<file path="src/rtl/sap_pkg.sv">
// -----------------------------------------------------------------------------
// sap_pkg
// Shared types for the parametrised SAP accumulator core.
//   OPC_W    : opcode field width (top bits of every instruction word)
//   opcode_e : instruction opcodes; values 8..D are unassigned and act as NOP
//   state_e  : control FSM states, also exported on state_dbg
// -----------------------------------------------------------------------------
package sap_pkg;

    localparam int OPC_W = 4;

    typedef enum logic [OPC_W-1:0] {
        OP_LDA = 4'h0,
        OP_ADD = 4'h1,
        OP_SUB = 4'h2,
        OP_STA = 4'h3,
        OP_LDI = 4'h4,
        OP_JMP = 4'h5,
        OP_JC  = 4'h6,
        OP_JZ  = 4'h7,
        OP_OUT = 4'hE,
        OP_HLT = 4'hF
    } opcode_e;

    typedef enum logic [2:0] {
        ST_IDLE  = 3'd0,
        ST_FETCH = 3'd1,
        ST_EXEC  = 3'd2,
        ST_HALT  = 3'd3,
        ST_LOAD  = 3'd4
    } state_e;

endpackage

</file>
<file path="src/rtl/sap_ram.sv">
// -----------------------------------------------------------------------------
// sap_ram
// Program/data memory: 2**ADDR_W words of DATA_W bits, asynchronous read,
// synchronous write. Contents are not reset.
//   clk   : write clock
//   we    : write enable
//   waddr : write address
//   wdata : write data
//   raddr : read address
//   rdata : read data (combinational from raddr)
// -----------------------------------------------------------------------------
module sap_ram #(
    parameter int DATA_W = 8,
    parameter int ADDR_W = 4
) (
    input  logic              clk,
    input  logic              we,
    input  logic [ADDR_W-1:0] waddr,
    input  logic [DATA_W-1:0] wdata,
    input  logic [ADDR_W-1:0] raddr,
    output logic [DATA_W-1:0] rdata
);

    logic [DATA_W-1:0] r_mem [0:(1<<ADDR_W)-1];

    always_ff @(posedge clk) begin
        if (we) begin
            r_mem[waddr] <= wdata;
        end
    end

    assign rdata = r_mem[raddr];

endmodule

</file>
<file path="src/rtl/sap_core_param.sv">
// -----------------------------------------------------------------------------
// sap_core_param
// Parametrised SAP-1 style accumulator CPU: two clocks per instruction
// (FETCH, EXEC), free-run or single-step control, host program-load mode.
//   clk, rst_n  : clock, asynchronous active-low reset
//   run         : 1 = free-run, 0 = one instruction per step rising edge
//   step        : step request level (edge detected internally)
//   load_en     : request program-load mode
//   load_we     : RAM write strobe while in LOAD
//   load_addr   : RAM write address while in LOAD
//   load_data   : RAM write data while in LOAD
//   out_data    : value of A at the last OUT instruction
//   out_valid   : one-cycle pulse following each OUT
//   halted      : high while in HALT
//   pc_dbg      : program counter
//   state_dbg   : FSM state encoding (state_e)
// -----------------------------------------------------------------------------
module sap_core_param
    import sap_pkg::*;
#(
    parameter int DATA_W = 8,
    parameter int ADDR_W = 4
) (
    input  logic              clk,
    input  logic              rst_n,
    input  logic              run,
    input  logic              step,
    input  logic              load_en,
    input  logic              load_we,
    input  logic [ADDR_W-1:0] load_addr,
    input  logic [DATA_W-1:0] load_data,
    output logic [DATA_W-1:0] out_data,
    output logic              out_valid,
    output logic              halted,
    output logic [ADDR_W-1:0] pc_dbg,
    output logic [2:0]        state_dbg
);

    if (ADDR_W < 1 || ADDR_W > DATA_W - OPC_W) begin : g_param_check
        $error("sap_core_param: ADDR_W must lie in 1..DATA_W-4");
    end

    state_e            r_state;
    logic [ADDR_W-1:0] r_pc;
    logic [DATA_W-1:0] r_a;
    logic [DATA_W-1:0] r_ir;
    logic              r_c;
    logic              r_z;
    logic              r_step_q;
    logic [DATA_W-1:0] r_out_data;
    logic              r_out_valid;
    logic              r_halted;

    logic [OPC_W-1:0]  w_opc;
    logic [ADDR_W-1:0] w_operand;
    logic [DATA_W-1:0] w_imm;
    logic [DATA_W-1:0] w_rdata;
    logic [ADDR_W-1:0] w_raddr;
    logic              w_we;
    logic [ADDR_W-1:0] w_waddr;
    logic [DATA_W-1:0] w_wdata;
    logic [DATA_W:0]   w_sum;
    logic [DATA_W-1:0] w_diff;
    logic              w_step_rise;

    assign w_opc       = r_ir[DATA_W-1 -: OPC_W];
    assign w_operand   = r_ir[ADDR_W-1:0];
    assign w_imm       = {{OPC_W{1'b0}}, r_ir[DATA_W-OPC_W-1:0]};
    assign w_step_rise = step & ~r_step_q;

    // FETCH reads the instruction at PC; EXEC reads the memory operand.
    assign w_raddr = (r_state == ST_FETCH) ? r_pc : w_operand;

    // STA (EXEC) and host load (LOAD) are the only writers and never overlap.
    // The write depends on the registered state, so an asynchronous reset
    // during an STA EXEC cycle cancels the write at the next edge.
    assign w_we    = ((r_state == ST_EXEC) && (w_opc == OP_STA)) ||
                     ((r_state == ST_LOAD) && load_we);
    assign w_waddr = (r_state == ST_LOAD) ? load_addr : w_operand;
    assign w_wdata = (r_state == ST_LOAD) ? load_data : r_a;

    assign w_sum  = {1'b0, r_a} + {1'b0, w_rdata};
    assign w_diff = r_a - w_rdata;

    sap_ram #(
        .DATA_W (DATA_W),
        .ADDR_W (ADDR_W)
    ) u_ram (
        .clk   (clk),
        .we    (w_we),
        .waddr (w_waddr),
        .wdata (w_wdata),
        .raddr (w_raddr),
        .rdata (w_rdata)
    );

    always_ff @(posedge clk or negedge rst_n) begin
        if (!rst_n) begin
            r_state     <= ST_IDLE;
            r_pc        <= '0;
            r_a         <= '0;
            r_ir        <= '0;
            r_c         <= 1'b0;
            r_z         <= 1'b0;
            r_step_q    <= 1'b0;
            r_out_data  <= '0;
            r_out_valid <= 1'b0;
            r_halted    <= 1'b0;
        end else begin
            r_step_q    <= step;
            r_out_valid <= 1'b0;
            case (r_state)
                ST_IDLE: begin
                    if (load_en) begin
                        r_state <= ST_LOAD;
                    end else if (run || w_step_rise) begin
                        r_state <= ST_FETCH;
                    end
                end
                ST_FETCH: begin
                    r_ir    <= w_rdata;
                    r_pc    <= r_pc + 1'b1;
                    r_state <= ST_EXEC;
                end
                ST_EXEC: begin
                    case (w_opc)
                        OP_LDA: begin
                            r_a <= w_rdata;
                            r_z <= (w_rdata == '0);
                        end
                        OP_ADD: begin
                            {r_c, r_a} <= w_sum;
                            r_z        <= (w_sum[DATA_W-1:0] == '0);
                        end
                        OP_SUB: begin
                            r_a <= w_diff;
                            r_c <= (r_a >= w_rdata);
                            r_z <= (w_diff == '0);
                        end
                        OP_LDI: begin
                            r_a <= w_imm;
                            r_z <= (w_imm == '0);
                        end
                        OP_JMP: r_pc <= w_operand;
                        OP_JC:  if (r_c) r_pc <= w_operand;
                        OP_JZ:  if (r_z) r_pc <= w_operand;
                        OP_OUT: begin
                            r_out_data  <= r_a;
                            r_out_valid <= 1'b1;
                        end
                        default: ;
                    endcase
                    if (w_opc == OP_HLT) begin
                        r_state  <= ST_HALT;
                        r_halted <= 1'b1;
                    end else if (load_en) begin
                        r_state <= ST_LOAD;
                    end else if (run) begin
                        r_state <= ST_FETCH;
                    end else begin
                        r_state <= ST_IDLE;
                    end
                end
                ST_HALT: begin
                    if (load_en) begin
                        r_state  <= ST_LOAD;
                        r_halted <= 1'b0;
                    end
                end
                ST_LOAD: begin
                    // Leaving load mode restarts the program from a clean slate.
                    if (!load_en) begin
                        r_pc    <= '0;
                        r_a     <= '0;
                        r_c     <= 1'b0;
                        r_z     <= 1'b0;
                        r_state <= ST_IDLE;
                    end
                end
                default: r_state <= ST_IDLE;
            endcase
        end
    end

    assign out_data  = r_out_data;
    assign out_valid = r_out_valid;
    assign halted    = r_halted;
    assign pc_dbg    = r_pc;
    assign state_dbg = r_state;

endmodule

</file>
<file path="config.mk">
export PLATFORM = sky130hd
export DESIGN_NAME = sap_core_param
export DESIGN_NICKNAME = d
export VERILOG_FILES = /design/src/rtl/sap_pkg.sv /design/src/rtl/sap_ram.sv /design/src/rtl/sap_core_param.sv
export SDC_FILE = /design/constraint.sdc
export NUM_CORES = 1
export LEC_CHECK = 0
export ABC_CLOCK_PERIOD_IN_PS = 4500
export CAP_MARGIN = 25
export CELL_PAD_IN_SITES_DETAIL_PLACEMENT = 0
export CELL_PAD_IN_SITES_GLOBAL_PLACEMENT = 1
export CORE_MARGIN = 2
export CORE_UTILIZATION = 45
export CTS_CLUSTER_DIAMETER = 200
export CTS_CLUSTER_SIZE = 10
export DETAILED_ROUTE_END_ITERATION = 8
export PLACE_DENSITY_LB_ADDON = 0.1
export SYNTH_ARGS = -nofsm -noshare
export SYNTH_HDL_FRONTEND = slang
export SYNTH_SLANG_ARGS = --single-unit
export TNS_END_PERCENT = 20
</file>
<file path="constraint.sdc">
create_clock -name clk -period 4.5 [get_ports clk]
set_input_delay 0.45 -clock clk [delete_from_list [all_inputs] [get_ports clk]]
set_output_delay 0.45 -clock clk [all_outputs]
set_load 0.05 [all_outputs]
</file>
==> impl_metrics.env <==
export IMPL_p_int_mw=4.12
export IMPL_wl_um=21500
export IMPL_root_buffer="clkbuf_16"
export IMPL_cts_hold_buf=0
export IMPL_hold_viol=0
export IMPL_clock_latency_ps=420
export IMPL_async_reset_ff_share_pct=22.0
export IMPL_status="complete, no violations"
export IMPL_grt_overflow=0
export IMPL_post_route_min_period_ps=4220
export IMPL_timing_max_transition_violations_final=0
export IMPL_dpl_hpwl_um=15500
export IMPL_regArea_mm2=0.00475
export IMPL_syn_avg_cell_area_um2=12.2
export IMPL_cp_cell_sequence="or3b_4, buf_6, mux2i_2, buf_4, nand3_1, a32oi_1, and2_1, inv_1, ha_1, inv_1, a311o_1, xnor2_1, or4_1, nor4_1, o21a_1"
export IMPL_cpMaxStageDelayCell="or4_1"
export IMPL_synth_edf_count=128
export IMPL_rows=49
export IMPL_synth_seq_cells=164
export IMPL_cp_max_fo=18
export IMPL_final_net_count=768
export IMPL_cts_tree="built"
export IMPL_seqPwrFrac_pct=29.2
export IMPL_cap_violations=0
export IMPL_min_path_type="in2async"
export IMPL_post_cts_buffers=0
export IMPL_yosys_most_used_dff="edfxtp_1"
export IMPL_initialDrtViolationCount=460
export IMPL_area_growth_pct=17.3
export IMPL_start_util_pct=45.7
export IMPL_drive_gt1_share_pct=16.4
export IMPL_grt_max_degree=37
export IMPL_gp_congestion=0.903
export IMPL_synthTopCellsByArea="edfxtp_1 (47%), dfrtp_1 (11%), mux4_2 (4.4%)"
export IMPL_num_vias=5719
export IMPL_yosysSeqAreaShare_pct=58.2
export IMPL_grt_setup_unrepaired="no"
export IMPL_worstSetupPathType="reg2reg"
export IMPL_diodes=0
export IMPL_cp_arrival_ps=4580
export IMPL_yosys_area_top_type_share_pct=47.1
export IMPL_powerDensity_mw_per_mm2=731
export IMPL_final_design_area_no_fill_mm2=0.00956
export IMPL_worst_ep_required_time_ps=4850
export IMPL_syn_cell_area_mm2=0.00815
export IMPL_port_buffers=34
export IMPL_synthDistinctLibCells=66
export IMPL_fp_dieH_um=139
export IMPL_p_leak_nw=3.64
export IMPL_synth_top_cell_by_area="edfxtp_1"
export IMPL_path_common_cell="inv_1"
export IMPL_netSwitchingFraction_pct=41.1
export IMPL_clock_skew_ps=11.5
export IMPL_setup_viol=0
export IMPL_timing_setup_tns_ps=0
export IMPL_cts_buffers_inserted=17
export IMPL_ys_warn_count=0
export IMPL_htree_levels=4
export IMPL_wl_per_cell_um=22.1
export IMPL_antenna_found_initial=0
export IMPL_vias_per_cell=5.88
export IMPL_slew_limit_headroom_pct=31.0
export IMPL_grt_pass1_vias=5698
export IMPL_grt_pass1_wl_um=33400
export IMPL_clockPowerShare_pct=21.0
export IMPL_worst_pin_slew_ps=1030
export IMPL_first_pass_iters=5
export IMPL_syn_num_nets=708
export IMPL_coreArea_mm2=0.0178
export IMPL_nFillCells=1540
export IMPL_power_switching_mw=2.88
export IMPL_ant_nets=0
export IMPL_endpoint_kind="register"
export IMPL_cp_slowest_stage_delay_ps=530
export IMPL_final_common_cell="edfxtp_1"
export IMPL_clock_fmax_mhz=237
export IMPL_post_route_period_util_pct=93.9
export IMPL_worst_hold_slack_ps=116
export IMPL_grt_usage_pct=22.9
export IMPL_placed_area_mm2=0.00892
export IMPL_synth_cells=670
export IMPL_die_w_um=139
export IMPL_clk_path_buf_depth=2
export IMPL_clock_sinks=164
export IMPL_pin_count=35
export IMPL_start_kind="register"
export IMPL_comb_power_share_pct=49.8
export IMPL_multi_input_area_mm2=0.00311
export IMPL_mostFrequentLayoutCells="edfxtp_1 (128), nand2_1 (89), nor2_1 (44)"
export IMPL_die_area_mm2=0.0192
export IMPL_clk_pin_slew_ps=70
export IMPL_max_vdd_ir_drop_mv=0.449
export IMPL_drc=0
## layout make-up
cell class,instances,area share (%)
sequential,164,49.7
tap,229,3.00
inverter,35,1.37
timing repair buffer,79,7.21
clock buffer,18,4.49
clock inverter,14,1.79
multi-input combinational,433,32.5
## routing by layer
metal | vias to the layer above | global-route usage (%) | routed length [um]
li1 | 2638 | - | -
met1 | 2858 | 30.1 | 9190
met2 | 197 | 37.4 | 10500
met3 | 26 | 4.77 | 1220
met4 | 0 | 9.08 | 514
met5 | - | 0 | 0
## per-stage QoR
stage | worst slack, ps | power [mW] | util [%] | instances
after global routing | 26.6 | 7.42 | 53.6 | 972
after detailed placement | 104 | 5.50 | 50.0 | 937
after global placement | 205 | 5.49 | 50.0 | 937
final | 276 | 6.99 | 53.6 | 972
after floorplan | 5.29 | 4.27 | - | 670
after CTS | 98.9 | 6.99 | 53.4 | 969
## worst max-delay path, delay by kind of cell (launching register included)
kind,cells,cell delay (ps)
XOR/XNOR,1,170
buffers and inverters,4,640
flip-flops,1,420
AO/OA/AOI/OAI,3,840
adder cells (fa/ha/maj),1,340
multiplexers,1,250
AND/OR/NAND/NOR,5,1490
## kinds of logic (layout without fill, tap and decap cells)
family / Yosys count / count (layout) / synth area share [%]
adder cells (fa/ha/maj): 21 / 21 / 3.28
AND/OR/NAND/NOR: 201 / 201 / 11.5
XOR/XNOR: 11 / 11 / 1.18
AO/OA/AOI/OAI: 139 / 139 / 11.7
multiplexers: 61 / 61 / 10.2
buffers and inverters: 73 / 146 / 3.96
flip-flops: 164 / 164 / 58.2
## sequential cells by signal, summed over array words and instances, names as in the netlist, 3 cells and up
register / flops
out_data: 8
pc_dbg: 4
r_a: 8
r_ir: 8
state_dbg: 3
u_ram.r_mem: 128
## worst paths after layout
path,startpoint,to,slack (ps),cells after the start
setup reg to reg,state_dbg[1],r_z,280,15
min in group clk,out_data[0],out_data[0],510,1
hold reg to reg,out_data[0],out_data[0],510,1
setup / recovery,state_dbg[1],r_z,280,15
hold / removal,rst_n,r_step_q,120,1
max in group asynchronous,rst_n,state_dbg[1],3790,1
## power groups by stage
| stage | sequential [mW] | clock (mW) | combinational [mW] |
|---|---|---|---|
| global route | 2.06 | 1.56 | 3.81 |
| CTS | 2.03 | 1.50 | 3.46 |
| detailed placement | 2.06 | 0 | 3.44 |
| global placement | 2.06 | 0 | 3.43 |
| finish | 2.04 | 1.47 | 3.49 |
| floorplan | 1.99 | 0 | 2.28 |
## Yosys cell counts (8+ instances only)
master,n
mux4_2,16
clkbuf_1,21
edfxtp_1,128
inv_1,32
a21oi_1,26
a211oi_1,18
nor2_1,44
ha_1,19
dfrtp_1,36
nand2_1,89
mux2i_1,30
mux2_2,14
nand3_1,14
xnor2_1,8
buf_2,9
o21ai_0,31
nor3_1,12
## timing repair
| action | in CTS | in global routing |
|---|---|---|
| setup endpoints to repair | 0 | 4 |
| gates resized for setup | 0 | 5 |
| endpoints found under the hold margin | 0 | 0 |
Note: power is estimated with default switching activity, not from simulation.
